<file path="src/rtl/fetch_stage.sv">
// Instruction-fetch stage: program counter, word-addressed instruction memory
// request, and the IF/ID pipeline register with stall and branch-squash handling.
module fetch_stage #(
  parameter logic [31:0] RESET_PC    = 32'h0000_0000,
  parameter int          IMEM_ADDR_W = 8
) (
  input  logic                   clock,
  input  logic                   reset,
  input  logic                   stall,
  input  logic                   branch_taken,
  input  logic [31:0]            branch_target,
  output logic [IMEM_ADDR_W-1:0] imem_addr,
  input  logic [31:0]            imem_data,
  output logic [31:0]            PC,
  output logic [31:0]            IF_ID_Inst,
  output logic [31:0]            IF_ID_PCPlus4,
  output logic                   IF_ID_Valid,
  output logic [31:0]            fetch_count
);

  logic [31:0] pc_plus4;

  assign pc_plus4  = PC + 32'd4;
  assign imem_addr = PC[IMEM_ADDR_W+1:2];

  // A stall outranks a redirect: ID's branch compare is stale while it is held.
  always_ff @(posedge clock) begin
    if (!reset) begin
      PC            <= RESET_PC;
      IF_ID_Inst    <= 32'h0;
      IF_ID_PCPlus4 <= 32'h0;
      IF_ID_Valid   <= 1'b0;
      fetch_count   <= 32'h0;
    end else if (stall) begin
      PC            <= PC;
      IF_ID_Inst    <= IF_ID_Inst;
      IF_ID_PCPlus4 <= IF_ID_PCPlus4;
      IF_ID_Valid   <= IF_ID_Valid;
      fetch_count   <= fetch_count;
    end else if (branch_taken) begin
      PC            <= branch_target & 32'hFFFF_FFFC;
      IF_ID_Inst    <= 32'h0;
      IF_ID_PCPlus4 <= 32'h0;
      IF_ID_Valid   <= 1'b0;
      fetch_count   <= fetch_count;
    end else begin
      PC            <= pc_plus4;
      IF_ID_Inst    <= imem_data;
      IF_ID_PCPlus4 <= pc_plus4;
      IF_ID_Valid   <= 1'b1;
      fetch_count   <= fetch_count + 32'd1;
    end
  end

endmodule

</file>
<file path="config.mk">
export PLATFORM = sky130hd
export DESIGN_NAME = fetch_stage
export DESIGN_NICKNAME = d
export VERILOG_FILES = /design/src/rtl/fetch_stage.sv
export SDC_FILE = /design/constraint.sdc
export NUM_CORES = 1
export LEC_CHECK = 0
export CAP_MARGIN = 20
export CORE_MARGIN = 5
export CORE_UTILIZATION = 41
export DETAILED_ROUTE_END_ITERATION = 8
export GPL_ROUTABILITY_DRIVEN = 0
export PLACE_DENSITY = 0.75
export SYNTH_ARGS = -nofsm -noshare
export SYNTH_HDL_FRONTEND = slang
export SYNTH_SLANG_ARGS = --single-unit
</file>
<file path="constraint.sdc">
create_clock -name clock -period 4.4 [get_ports clock]
set_clock_uncertainty 0.2 [all_clocks]
set_input_delay 1.32 -clock clock [delete_from_list [all_inputs] [get_ports clock]]
set_output_delay 1.32 -clock clock [all_outputs]
set_load 0.02 [all_outputs]
</file>
==> flow_metrics.env <==
export IMPL_pre_cts_slack_ps=566
export IMPL_max_freq_ghz=0.293
export IMPL_core_um2=13300
export IMPL_slew_headroom_pct=53.1
export IMPL_cts_repair_resized=0
export IMPL_crit_family="simple AND/OR/NAND/NOR gates"
export IMPL_worstSkewPairLatency_ps=410
export IMPL_crit_type="in -> reg"
export IMPL_postCtsSetupRepairBufs=0
export IMPL_dr_pass1_iters=5
export IMPL_ys_top_cells_by_area="dfxtp_1 45%, a22o_1 6.1%, xnor2_1 4.8%, nand2_1 4.6%, o21ai_0 4.2%"
export IMPL_use_met1_pct=25.8
export IMPL_synth_main_ff_cell="dfxtp_1"
export IMPL_synth_top_area_share_pct=45.0
export IMPL_vias_per_cell=5.38
export IMPL_ys_warn_count=0
export IMPL_leakage_nw=2.98
export IMPL_die_h_um=127
export IMPL_use_met3_pct=6.81
export IMPL_final_nets=896
export IMPL_synth_most_common_cell="dfxtp_1"
export IMPL_ys_ff_latch=126
export IMPL_synth_cell_types=50
export IMPL_busiest_layer="met2"
export IMPL_cts_hold_buf=0
export IMPL_clkTransAtPathRegs_ps=60
export IMPL_grt_pass1_vias=5336
export IMPL_ys_async_sr_fraction_pct=0
export IMPL_port_buffers=200
export IMPL_setup_viol=0
export IMPL_dieArea_um2=16100
export IMPL_post_place_cells=983
export IMPL_rsz0062_at_grt="false"
export IMPL_hold_viol_final=0
export IMPL_synthCells=646
export IMPL_worst_path_largest_cell_delay_ps=540
export IMPL_period_minus_slack_ps=3410
export IMPL_yosys_area_top_type="dfxtp_1"
export IMPL_slew_violations=0
export IMPL_worst_path_buf_inv=1
export IMPL_fin_tns_setup_ps=0
export IMPL_seq_area_frac_synth_pct=45.0
export IMPL_ant_nets=0
export IMPL_use_met2_pct=33.9
export IMPL_vias=5471
export IMPL_drtIter0Drc=299
export IMPL_grt_total_usage_pct=21.2
export IMPL_htreeDepth=4
export IMPL_power_density_nw_per_um2=361
export IMPL_drive_gt1_share_pct=6.44
export IMPL_die_x_um=127
export IMPL_worstPathRequired_ps=4470
export IMPL_grt_max_degree=56
export IMPL_start_util_pct=42.0
export IMPL_crit_fanout=13
export IMPL_maxCapViolations=0
export IMPL_area_growth_syn_to_layout_pct=48.5
export IMPL_min_period_over_period_pct=77.4
export IMPL_drc=0
export IMPL_wl_mm=17.3
export IMPL_place_hpwl_mm=12.5
export IMPL_clockBufferDepth=2
export IMPL_status="finished clean"
export IMPL_max_vdd_ir_drop_mv=0.233
export IMPL_grt_ovfl_total=0
export IMPL_cpMaxStageDelayCell="nand4_1"
export IMPL_cts_made_buffers=17
export IMPL_io_pins=205
export IMPL_worst_setup_path_end_kind="register"
export IMPL_antenna_found_initial=1
export IMPL_worstPathArrival_ps=3480
export IMPL_fp_row_count=42
export IMPL_syn_area_um2=5600
export IMPL_syn_area_per_cell_um2=8.67
export IMPL_worstSetupStartpointType="input port"
export IMPL_clock_sinks=126
export IMPL_hold_class="reg -> reg"
export IMPL_synth_common_cells="126 x dfxtp_1, 69 x nand2_1, 60 x nor2_1"
export IMPL_worstPathCellList="clkdlybuf4s50_1, nor3b_2, nand4_1, nor4_1, xnor2_1, nor2_1"
export IMPL_setup_slack_ps=992
export IMPL_wl_per_cell_um=17.0
export IMPL_cts_root_buf="clkbuf_16"
export IMPL_tightest_slew_ps=701
export IMPL_stdcell_count=1016
export IMPL_grt_pass1_wl_mm=27.5
export IMPL_synth_edf_count=0
export IMPL_cts_tree="built"
[area by class of cell]
type	count	area, µm²
timing repair buffer	212	2110
clock buffer	18	429
antenna	1	2.50
tap	176	220
fill	1156	5020
inverter	11	41.3
clock inverter	14	190
sequential	126	2520
multi-input combinational	458	2810
[final timing paths]
kind                                      from         endpoint  slack, ps  cells past startpoint
worst min-delay path               IF_ID_Valid      IF_ID_Valid        240                      2
worst max register to register  fetch_count[0]  fetch_count[26]       1880                      6
worst max-delay path                     stall  fetch_count[26]        990                      6
worst min register to register     IF_ID_Valid      IF_ID_Valid        240                      2
[state kept, by name (all words and copies together), names as in the netlist]
register	cells
IF_ID_Inst	32
fetch_count	32
IF_ID_PCPlus4	31
PC	30
IF_ID_Valid	1
[worst reg2reg max path, cell delays in order (launching register included)]
cell and delay, ps:
dfxtp_1 420, ha_1 180, nor3b_2 290, nand4_1 540
nor4_1 520, xnor2_1 170, nor2_1 70
[routing by layer]
| metal | wire (µm) | share of wire [%] | up-vias |
|---|---|---|---|
| met5 | 0 | 0 | - |
| met2 | 8120 | 47 | 256 |
| met3 | 1530 | 8.8 | 33 |
| li1 | - | - | 2651 |
| met4 | 442 | 2.6 | 0 |
| met1 | 7230 | 42 | 2531 |
[placed cells by master, fill, tap and decap left out, types with 7 or more instances in the layout]
cell type / count
clkdlybuf4s50_1: 199
dfxtp_1: 126
nand2_1: 69
nor2_1: 58
o21ai_0: 47
a22o_1: 39
xnor2_1: 31
nand3_1: 28
xor2_1: 23
a21oi_1: 22
clkbuf_16: 17
nand4_1: 15
a22oi_1: 13
nor3_1: 13
inv_1: 11
and3_1: 11
or3_1: 10
buf_4: 10
nor4_1: 8
a31oi_1: 7
a21boi_0: 7
[per-stage QoR]
step | util [%] | power, mW | instance area (µm²) | hold slack, ps
2_1_floorplan | - | 1.40 | 5610 | 321
3_3_place_gp | 57.6 | 1.56 | 7690 | 234
3_5_place_dp | 57.7 | 1.57 | 7700 | 233
4_1_cts | 62.3 | 3.04 | 8320 | 243
5_1_grt | 62.4 | 3.12 | 8320 | 280
6_report | 62.4 | 3.01 | 8320 | 237
[report_power, final]
part | internal (mW) | switching, mW
Sequential | 1.18 | 0.0408
Clock | 0.947 | 0.517
Combinational | 0.166 | 0.162
[cells by family (layout without fill, tap and decap cells)]
family / after synthesis / count (layout) / synth area share, %
flops: 126 / 126 / 45.0
other cells: 1 / 3 / 0.0669
xor+xnor: 54 / 54 / 8.44
fa+ha+maj: 2 / 2 / 0.447
mux: 5 / 5 / 0.893
buf+inv: 63 / 255 / 5.07
compound gates: 155 / 155 / 18.7
simple gates: 240 / 240 / 21.4
(Power assumes the default switching activity.)
